File: config.mk
export PLATFORM = sky130hd
export DESIGN_NAME = per2axi_res_buffer
export DESIGN_NICKNAME = d
export VERILOG_FILES = /design/src/rtl/per2axi_res_buffer.sv
export SDC_FILE = /design/constraint.sdc
export NUM_CORES = 1
export LEC_CHECK = 0
export ABC_AREA = 1
export CAP_MARGIN = 10
export CORE_MARGIN = 4
export CORE_UTILIZATION = 27
export DETAILED_ROUTE_END_ITERATION = 10
export PLACE_DENSITY = 0.52
export SYNTH_ARGS = -nofsm -noshare
export SYNTH_HDL_FRONTEND = slang
export SYNTH_SLANG_ARGS = --single-unit
File: constraint.sdc
create_clock -name clk_i -period 6.55 [get_ports clk_i]
set_input_delay 1.31 -clock clk_i [delete_from_list [all_inputs] [get_ports clk_i]]
set_output_delay 1.31 -clock clk_i [all_outputs]
set_load 0.02 [all_outputs]
File: src/rtl/per2axi_res_buffer.sv
// Response buffer between AXI R/B channels and the peripheral response port:
// round-robin R/B arbitration, per-ID lane selection, FIFO storage and TRYX error pulses.
module per2axi_res_buffer #(
    parameter int NB_CORES       = 4,
    parameter int PER_ID_WIDTH   = 9,
    parameter int AXI_ADDR_WIDTH = 32,
    parameter int AXI_DATA_WIDTH = 64,
    parameter int AXI_ID_WIDTH   = 3,
    parameter int AXI_USER_WIDTH = 6,
    parameter int FIFO_DEPTH     = 4
) (
    input  logic                        clk_i,
    input  logic                        rst_ni,

    output logic                        per_slave_r_valid_o,
    input  logic                        per_slave_r_ready_i,
    output logic                        per_slave_r_opc_o,
    output logic [PER_ID_WIDTH-1:0]     per_slave_r_id_o,
    output logic [31:0]                 per_slave_r_rdata_o,

    output logic [NB_CORES-1:0]         axi_xresp_slverr_o,
    output logic [NB_CORES-1:0]         axi_xresp_valid_o,

    input  logic                        axi_master_r_valid_i,
    input  logic [AXI_DATA_WIDTH-1:0]   axi_master_r_data_i,
    input  logic [1:0]                  axi_master_r_resp_i,
    input  logic                        axi_master_r_last_i,
    input  logic [AXI_ID_WIDTH-1:0]     axi_master_r_id_i,
    input  logic [AXI_USER_WIDTH-1:0]   axi_master_r_user_i,
    output logic                        axi_master_r_ready_o,

    input  logic                        axi_master_b_valid_i,
    input  logic [1:0]                  axi_master_b_resp_i,
    input  logic [AXI_ID_WIDTH-1:0]     axi_master_b_id_i,
    input  logic [AXI_USER_WIDTH-1:0]   axi_master_b_user_i,
    output logic                        axi_master_b_ready_o,

    input  logic                        trans_req_i,
    input  logic [AXI_ID_WIDTH-1:0]     trans_id_i,
    input  logic [AXI_ADDR_WIDTH-1:0]   trans_add_i,

    output logic [$clog2(FIFO_DEPTH):0] fifo_count_o
);

    localparam int LW     = $clog2(AXI_DATA_WIDTH / 32);
    localparam int LW_S   = (LW > 0) ? LW : 1;
    localparam int NB_IDS = 2 ** AXI_ID_WIDTH;
    localparam int PW     = $clog2(FIFO_DEPTH);
    localparam int CW     = PW + 1;

    function automatic logic [PER_ID_WIDTH-1:0] id_onehot(input logic [AXI_ID_WIDTH-1:0] id);
        logic [PER_ID_WIDTH-1:0] oh;
        oh     = {PER_ID_WIDTH{1'b0}};
        oh[id] = 1'b1;
        return oh;
    endfunction

    logic [LW_S-1:0]          lane_s;
    logic [31:0]              lane_data_s;
    logic                     rr_r_prio_r;
    logic                     grant_r_s;
    logic                     grant_b_s;
    logic                     full_s;
    logic                     push_r_s;
    logic                     push_b_s;
    logic                     push_s;
    logic                     pop_s;
    logic [1:0]               push_resp_s;
    logic [AXI_ID_WIDTH-1:0]  push_id_s;
    logic [31:0]              push_data_s;
    logic [NB_CORES-1:0]      tryx_hit_s;
    logic [NB_CORES-1:0]      tryx_r;
    logic [PW-1:0]            wptr_r;
    logic [PW-1:0]            rptr_r;
    logic [CW-1:0]            count_r;
    logic [31:0]              data_mem_r [FIFO_DEPTH];
    logic                     opc_mem_r  [FIFO_DEPTH];
    logic [PER_ID_WIDTH-1:0]  id_mem_r   [FIFO_DEPTH];

    // Lane table remembers which 32-bit word of the bus each outstanding ID targets
    generate
        if (LW > 0) begin : g_lane_tbl
            logic [LW-1:0] lane_tbl_r [NB_IDS];

            // Lane table update on each issued request
            always_ff @(posedge clk_i) begin
                if (!rst_ni) begin
                    for (int i = 0; i < NB_IDS; i++) begin
                        lane_tbl_r[i] <= {LW{1'b0}};
                    end
                end else if (trans_req_i) begin
                    lane_tbl_r[trans_id_i] <= trans_add_i[LW+1:2];
                end
            end

            assign lane_s = lane_tbl_r[axi_master_r_id_i];
        end else begin : g_no_lane_tbl
            assign lane_s = {LW_S{1'b0}};
        end
    endgenerate

    // Arbitration, handshake and push-entry formation
    always_comb begin
        grant_r_s = 1'b0;
        grant_b_s = 1'b0;
        if (axi_master_r_valid_i && axi_master_b_valid_i) begin
            grant_r_s = rr_r_prio_r;
            grant_b_s = !rr_r_prio_r;
        end else if (axi_master_r_valid_i) begin
            grant_r_s = 1'b1;
        end else if (axi_master_b_valid_i) begin
            grant_b_s = 1'b1;
        end else begin
            grant_r_s = 1'b0;
            grant_b_s = 1'b0;
        end

        full_s               = (count_r == CW'(FIFO_DEPTH));
        axi_master_r_ready_o = grant_r_s && !full_s && rst_ni;
        axi_master_b_ready_o = grant_b_s && !full_s && rst_ni;
        push_r_s             = axi_master_r_ready_o && axi_master_r_valid_i;
        push_b_s             = axi_master_b_ready_o && axi_master_b_valid_i;
        push_s               = push_r_s || push_b_s;
        pop_s                = (count_r != {CW{1'b0}}) && per_slave_r_ready_i;

        lane_data_s = axi_master_r_data_i[32*int'(lane_s) +: 32];
        if (push_r_s) begin
            push_resp_s = axi_master_r_resp_i;
            push_id_s   = axi_master_r_id_i;
            push_data_s = lane_data_s;
        end else begin
            push_resp_s = axi_master_b_resp_i;
            push_id_s   = axi_master_b_id_i;
            push_data_s = 32'h0000_0000;
        end

        // TRYX only reports SLVERR for IDs that map onto a core
        tryx_hit_s = {NB_CORES{1'b0}};
        for (int c = 0; c < NB_CORES; c++) begin
            tryx_hit_s[c] = push_s && (push_resp_s == 2'b10) && (int'(push_id_s) == c);
        end
    end

    // Round-robin pointer and TRYX pulse registers
    always_ff @(posedge clk_i) begin
        if (!rst_ni) begin
            rr_r_prio_r <= 1'b1;
            tryx_r      <= {NB_CORES{1'b0}};
        end else begin
            if (push_s) begin
                rr_r_prio_r <= !rr_r_prio_r;
            end
            tryx_r <= tryx_hit_s;
        end
    end

    // FIFO storage, pointers and occupancy
    always_ff @(posedge clk_i) begin
        if (!rst_ni) begin
            wptr_r  <= {PW{1'b0}};
            rptr_r  <= {PW{1'b0}};
            count_r <= {CW{1'b0}};
            for (int i = 0; i < FIFO_DEPTH; i++) begin
                data_mem_r[i] <= 32'h0000_0000;
                opc_mem_r[i]  <= 1'b0;
                id_mem_r[i]   <= {PER_ID_WIDTH{1'b0}};
            end
        end else begin
            if (push_s) begin
                data_mem_r[wptr_r] <= push_data_s;
                opc_mem_r[wptr_r]  <= push_resp_s[1];
                id_mem_r[wptr_r]   <= id_onehot(push_id_s);
                wptr_r             <= wptr_r + PW'(1);
            end
            if (pop_s) begin
                rptr_r <= rptr_r + PW'(1);
            end
            case ({push_s, pop_s})
                2'b10:   count_r <= count_r + CW'(1);
                2'b01:   count_r <= count_r - CW'(1);
                default: count_r <= count_r;
            endcase
        end
    end

    assign per_slave_r_valid_o = (count_r != {CW{1'b0}});
    assign per_slave_r_opc_o   = opc_mem_r[rptr_r];
    assign per_slave_r_id_o    = id_mem_r[rptr_r];
    assign per_slave_r_rdata_o = data_mem_r[rptr_r];
    assign axi_xresp_slverr_o  = tryx_r;
    assign axi_xresp_valid_o   = tryx_r;
    assign fifo_count_o        = count_r;

    logic unused_s;
    assign unused_s = ^{axi_master_r_last_i, axi_master_r_user_i, axi_master_b_user_i, trans_add_i};

endmodule

==> impl_metrics.py <==
metrics = {
    "status": {
        "status": "finished, final reports clean",
    },
    "yosys": {
        "synth_flop_cell": "edfxtp_1",
        "async_flop_share_pct": 0,
        "avgSynthCellArea_um2": 9.24,
        "ys_ff_latch": 186,
        "netlist_area_mm2": 0.00871,
        "yosysTopAreaCell": "edfxtp_1",
        "synth_top_area_share_pct": 55.5,
        "synthTopCellsByArea": "edfxtp_1, nor2_1, dfxtp_1",
        "syn_inst": 942,
        "netlist_top_cells_count": "nor2_1, edfxtp_1, inv_1",
        "ys_seq_area_share_pct": 61.3,
        "synth_edf_count": 161,
        "yosysMostFrequentCell": "nor2_1",
        "synth_cell_types": 27,
        "synth_warnings": 0,
        "syn_nets": 1072,
    },
    "layout": {
        "drive_above_1_share_pct": 6.27,
        "syn2layout_area_growth_pct": 26.6,
        "fin_nets": 1186,
        "fillers": 3284,
        "n_antenna_cell": 0,
        "fin_util_pct": 34.8,
    },
    "route": {
        "wirelength_mm": 23.6,
        "first_iter_violations": 441,
        "wire_per_inst_um": 16.0,
        "vias_per_cell": 4.55,
        "first_pass_iters": 5,
        "drtAntennaViolNets": 0,
        "drc": 0,
        "vias": 6699,
    },
    "floorplanning": {
        "boundaryPins": 184,
        "start_util_pct": 27.4,
        "coreArea_mm2": 0.0317,
        "die_w_um": 188,
        "rows": 65,
        "die_area_mm2": 0.0352,
        "die_h_um": 188,
    },
    "setup_path": {
        "critPathLaunchType": "primary input",
        "crit_type": "in2out",
        "worstSetupEndpointType": "primary output",
        "cp_max_fo": 30,
        "required_ns": 5.24,
        "cp.arrival_ns": 3.12,
    },
    "sta": {
        "finalHoldViolCount": 0,
        "skew_ns": 0.0146,
        "max_freq_ghz": 0.226,
        "finalMaxSlewViolations": 0,
        "fin_ws_ns": 2.12,
        "tns_ns": 0,
        "rsz0062_at_grt": "no",
        "fin_crit_sh_pct": 67.6,
        "setup_viol": 0,
        "worst_pin_slew_ns": 0.961,
        "period_needed_ns": 4.43,
        "slew_headroom_pct": 35.9,
    },
    "cts": {
        "cts_resized": 0,
        "h-tree-depth": 4,
        "clock_path_buffers": 2,
        "ctsHoldBuffers": 0,
        "postCtsSetupRepairBufs": 0,
        "cts_root_buf": "clkbuf_16",
        "cts_made_buffers": 17,
        "clkTransAtPathRegs_ns": 0.08,
        "clkSinkCount": 186,
        "insertion_delay_ns": 0.43,
        "cts_tree": "built",
    },
    "grt": {
        "grtUsageMet3_pct": 2.92,
        "grt_use_total_pct": 13.2,
        "grt_pass1_wl_mm": 36.3,
        "grt_pass1_vias": 6456,
        "grt_max_degree": 83,
        "use_met2_pct": 22.0,
        "grt_util_met1_pct": 17.7,
        "grt.overflow.total": 0,
        "antenna_found_initial": 0,
        "grt.busiest_layer": "met2",
    },
    "hold_path": {
        "holdCritPathClass": "reg2reg",
    },
    "power": {
        "p_per_area_mw_per_mm2": 334,
        "leakage_uw": 0.00448,
        "max-vdd-ir-drop_uv": 246,
    },
    "placed_design": {
        "preCtsSetupSlack_ns": 1.67,
        "gp_congestion": 0.741,
        "dp_hpwl_mm": 14.4,
        "numPortBuffers": 138,
    },
    "run": {
        "cap_violations": 0,
    },
}
routing by layer:
metal / share of wire [%] / vias to the layer above
li1: - / 3341
met1: 46 / 3196
met3: 5.4 / 17
met4: 1.0 / 0
met2: 47 / 145
met5: 0 / -
critical path: stages:
cell,delay [ns]
clkdlybuf4s50_1,0.45
buf_4,0.34
nand3_4,0.21
inv_2,0.18
clkdlybuf4s50_1,0.63
cells by family after synthesis:
kind of cell	after synthesis	synth area share (%)
compound gates	152	9.51
fa+ha+maj	2	0.374
buf+inv	193	9.18
flops	186	61.3
other cells	1	0.0431
simple gates	408	19.6
final timing paths:
path	start	to	slack [ns]	cells past startpoint
worst max-delay path	rst_ni	axi_master_r_ready_o	2.12	5
worst min-delay path	rptr_r[1]$_SDFFE_PN0P_	flop	0.47	2
worst max register to register	g_lane_tbl.lane_tbl_r[3]$_DFF_P_	data_mem_r[0][19]$_SDFFCE_PN0P_	3.34	9
worst min register to register	rptr_r[1]$_SDFFE_PN0P_	flop	0.47	2
cell type report:
class	count	area, um2	area share, %
timing repair buffer	153	1490	13.5
clock inverter	14	160	1.45
clock buffer	18	429	3.89
inverter	135	507	4.60
sequential	186	5340	48.4
tap	402	503	4.56
multi-input combinational	563	2590	23.5
registers in the layout, indices dropped and copies added, names as in the netlist, named ones only:
register and cells:
fifo_count_o 3, data_mem_r 128, axi_xresp_slverr_o 4, wptr_r 2, rptr_r 2, opc_mem_r 4, g_lane_tbl.lane_tbl_r 8, rr_r_prio_r 1
id_mem_r 32
cells in the final DEF, fill, tap and decap left out, types with 17 or more instances in the layout:
master,count
nor2_1,226
edfxtp_1,161
clkdlybuf4s50_1,138
inv_1,130
o21ai_0,98
nand3_1,88
nand2_1,76
o22ai_1,41
dfxtp_1,23
clkbuf_16,17
through the flow:
stage               total power [uW]  instances  cell area [um2]  hold WS [ns]
floorplan                       2140        942             8710         0.436
global placement                2700       1439            10400         0.443
detailed placement              2700       1439            10400         0.451
CTS                             3730       1471            11000         0.471
global route                    3880       1471            11000         0.485
finish                          3680       1471            11000         0.468
power breakdown:
group          internal (uW)  leakage (uW)  switching (uW)
clock network            572      0.000280             461
logic                    453       0.00231             758
registers               1400       0.00188            31.2
total                   2430       0.00448            1250
Power figures use the tool's default switching activity.
==> RTL change 1: new RTL, same flow settings <==
The parameter `FIFO_DEPTH` goes from 4 to 2.
--- a/src/rtl/per2axi_res_buffer.sv
+++ b/src/rtl/per2axi_res_buffer.sv
@@ -7,7 +7,7 @@
     parameter int AXI_DATA_WIDTH = 64,
     parameter int AXI_ID_WIDTH   = 3,
     parameter int AXI_USER_WIDTH = 6,
-    parameter int FIFO_DEPTH     = 4
+    parameter int FIFO_DEPTH     = 2
 ) (
     input  logic                        clk_i,
     input  logic                        rst_ni,
Interface: changed (resized fifo_count_o); port bits go from 184 to 183. The function was not compared with the original's and may differ.
==> RTL change 1 against the original RTL <==
Worst hold slack got worse by 0.021 ns; routed wire length down 45%; first-iteration DRC count shrank 59%; power down 48%; global-route usage fell by 0.77 points; sequential cell count shrank 86; design area down 37%; cell count down 38%; die area decreased by 40%; synthesized cell count is 42% lower; setup slack worse by 0.16 ns; synthesized area decreased by 41%; critical path type is now input pin to flip-flop; largest power group unchanged.
==> RTL change 1: results (changes against the original RTL) <==
----------------------------------------------------
[Routing]
  Met2 WL ... 6180 microns (-45%)
  Wire length on met1 ... 5960 microns (-45%)
  Overall via count from detail_route ... 3973 (-41%)
  Met3 wire length ... 696 microns (-45%)

[Timing]
  Worst Clk Skew ... 0.00798 ns (-0.00662 ns)
  Worst slew margin relative to its limit ... 27.9% (-7.9 points)

[Global route]
  First-pass GRT wire length ... 21400 microns (-41%)
  Met1 Usage GRT ... 15.8% (-1.8 points)
  Global routing met3 resource utilization ... 2.93% (+0.0049 points)
  GRT Util Overall ... 12.5% (-0.77 points)
  Number of global-route vias before repair ... 4244 (-34%)

[Placement]
  Port Buffers ... 137 (-0.72%)
  Final HPWL DP ... 8670 microns (-40%)

[Worst setup path]
  Highest net fanout along the worst path ... 42 (+40%)
  Arrival time at the worst endpoint ... 4.54 ns (+1.42 ns)
  Family with the most delay on the worst path ... simple AND/OR/NAND/NOR gates

[CTS]
  Max H-tree Level ... 3 (-1)
  Latest clock arrival within the worst-skew pair ... 0.34 ns (-0.09 ns)

[Status]
  Outcome ... finished clean

[Logic synthesis]
  Top area cells in the synthesized netlist ... sky130_fd_sc_hd__edfxtp_1 47%, sky130_fd_sc_hd__mux2_2 8.8%, sky130_fd_sc_hd__nand3_1 8.3%
  Net count of the mapped netlist ... 680 (-37%)
  Count of flip-flops with a built-in enable after synthesis ... 80 (-50%)

[Final layout]
  Fillers ... 1890 (-42%)
  Share of cells above drive strength 1 ... 12.4% (+6.2 points)

[Power]
  Switching pwr ... 0.000571 W (-54%)
  Peak supply drop ... 0.173 mV (-30%)
  Leakage Power ... 2.82 nW (-37%)

----------------------------------------------------
-- RTL change 1: metrics by stage --
stage / cell area (sq um) / util (%) / cells / hold slack, ns
after floorplan: 5130 / - / 551 / 0.426
after global placement: 6620 / 35.4 / 892 / 0.429
after detailed placement: 6620 / 35.4 / 892 / 0.437
after CTS: 6920 / 37.0 / 908 / 0.444
after global routing: 6950 / 37.2 / 909 / 0.495
final: 6950 / 37.2 / 909 / 0.447
-- RTL change 1: final timing paths --
path / cells past startpoint / endpoint / slack (ns) / start
max: 9 / data_mem_r[1][12]$_SDFFCE_PN0P_ / 1.96 / rst_ni
min: 1 / flip-flop / 0.45 / rptr_r$_SDFFE_PN0P_
max reg2reg: 9 / data_mem_r[1][12]$_SDFFCE_PN0P_ / 3.10 / fifo_count_o[0]$_SDFFE_PN0P_
min reg2reg: 1 / flip-flop / 0.45 / rptr_r$_SDFFE_PN0P_
-- RTL change 1: power by group through the flow --
stage          sequential [W]  combinational, W  clock [W]
2_1_floorplan        0.000803          0.000335          0
3_3_place_gp         0.000825          0.000546          0
3_5_place_dp         0.000828          0.000549          0
4_1_cts              0.000815          0.000552   0.000555
5_1_grt              0.000823          0.000593   0.000583
6_report             0.000812          0.000542   0.000542
-- RTL change 1: final cells by class --
cell class              instances  share of cell area, %
clock buffers                  11                   3.49
multi-input cells             323                   25.5
clock inverters                 5                  0.846
well taps                     234                   4.21
inverters                      95                   5.13
flip-flops and latches        100                   40.3
repair buffers                141                   20.4
-- RTL change 1: cell families (layout without fill, tap and decap cells) --
logic type	Yosys count	after routing	synth area share, %
AND/OR/NAND/NOR	257	257	22.5
buffers and inverters	128	252	10.9
flip-flops	100	100	54.6
multiplexers	40	40	8.77
AO/OA/AOI/OAI	24	24	2.90
adder cells (fa/ha/maj)	1	1	0.244
other	1	1	0.0730
==> RTL change 2: new RTL, same settings <==
Without the edit above. Register the output `axi_xresp_slverr_o` once more; this adds one clock of latency there. The other outputs are not delayed to match.
--- a/src/rtl/per2axi_res_buffer.sv
+++ b/src/rtl/per2axi_res_buffer.sv
@@ -187,7 +187,9 @@
     assign per_slave_r_opc_o   = opc_mem_r[rptr_r];
     assign per_slave_r_id_o    = id_mem_r[rptr_r];
     assign per_slave_r_rdata_o = data_mem_r[rptr_r];
-    assign axi_xresp_slverr_o  = tryx_r;
+    always_ff @(posedge clk_i) begin
+        axi_xresp_slverr_o <= tryx_r;
+    end
     assign axi_xresp_valid_o   = tryx_r;
     assign fifo_count_o        = count_r;
 
Check against the original RTL: not equivalent (Yosys sat finds a counterexample within 4 cycles, from zero or initial values and one cycle with rst_ni low).
==> RTL change 2 against the original RTL <==
Synthesized area is 0.57% higher; power is 0.17% higher; first-iteration DRC count is 5.0% higher; die area is 0.55% higher; setup slack worse by 0.37 ns; maximum frequency is 7.7% lower; design area is 0.60% higher; routed wire length is 3.1% higher; sequential cell count is 4 higher; sequential share of layout area is 0.46 points higher; largest cell class unchanged; sequential power is 6% higher; synthesized cell count stayed put.
==> RTL change 2: results (changes against the original RTL) <==
----------------------------------------------------
[Status]
  Outcome ... finished clean

[Global route]
  First-pass GRT wire length ... 36900 microns (+1.7%)
  Met2 track demand over resource in global routing ... 21.8% (-0.26 points)
  Met1 Usage GRT ... 18.5% (+0.85 points)
  Largest net degree at the start of global routing ... 84 (+1.2%)

[Worst setup path]
  Critical path's largest stage delay ... 0.92 ns (+0.29 ns)
  Critical path type ... flip-flop to primary output
  Arrival time at the worst endpoint ... 3.49 ns (+0.37 ns)
  Crit path max-delay cell type ... sky130_fd_sc_hd__dfxtp_2
  FF-to-FF Start ... fifo_count_o[1]$_SDFFE_PN0P_
  Flop2flop setup slack ... 3.55 ns (+0.21 ns)

[Timing]
  Worst Clk Skew ... 0.0125 ns (-0.00207 ns)
  Worst slew margin relative to its limit ... 33.9% (-1.9 points)

[Final layout]
  Share of cells above drive strength 1 ... 5.99% (-0.28 points)
  Sequential cell area ... 0.00542 sq mm (+1.5%)
  Nets ... 1185 (-0.084%)
  Sequential cell area share ... 48.9% (+0.46 points)

[Power]
  Peak supply drop ... 0.240 mV (-2.3%)
  Pint ... 0.00239 W (-1.7%)
  Power in sequential cells ... 0.00153 W (+6%)

[Routing]
  Detailed Route WL ... 24300 microns (+3.1%)
  Wire length on met1 ... 11600 microns (+6.2%)
  Routed wirelength normalized by instance count ... 16.2 microns (+0.89%)
  Met2 WL ... 11400 microns (+1.9%)

[Placement]
  Final HPWL DP ... 14600 microns (+1.9%)
  Placed inst area ... 0.0105 sq mm (+0.85%)

[Min path]
  Hold Path Stages ... 0 (-2)

[Logic synthesis]
  Share of synthesized cell area in full adder, half adder and majority cells ... 0.372% (-0.0021 points)
  Register area share after synthesis ... 61.8% (+0.56 points)

[Floorplanning]
  Core box area ... 0.0318 sq mm (+0.26%)

----------------------------------------------------
==> RTL change 2: cell types whose count changed in the layout (fill, tap and decap cells not counted), moves of 2 or more <==
cell,delta
sky130_fd_sc_hd__buf_4,-5
sky130_fd_sc_hd__inv_8,+5
sky130_fd_sc_hd__dfxtp_1,+4
sky130_fd_sc_hd__bufinv_16,-2
sky130_fd_sc_hd__clkinvlp_4,-2
==> RTL change 2: worst max path at each step <==
stage | startpoint | to | slack [ns] | cells after the start
2_1_floorplan | axi_master_r_valid_i | data_mem_r[3][0]$_DFFE_PP_ | 1.20 | 6
3_3_place_gp | rst_ni | data_mem_r[1][23]$_SDFFCE_PN0P_ | 1.80 | 8
3_5_place_dp | rst_ni | id_mem_r[1][3]$_SDFFCE_PN0P_ | 1.77 | 8
4_1_cts | flip-flop | per_slave_r_rdata_o[19] | 1.66 | 5
5_1_grt | flip-flop | per_slave_r_rdata_o[12] | 1.49 | 5
6_report | flip-flop | per_slave_r_rdata_o[12] | 1.75 | 5
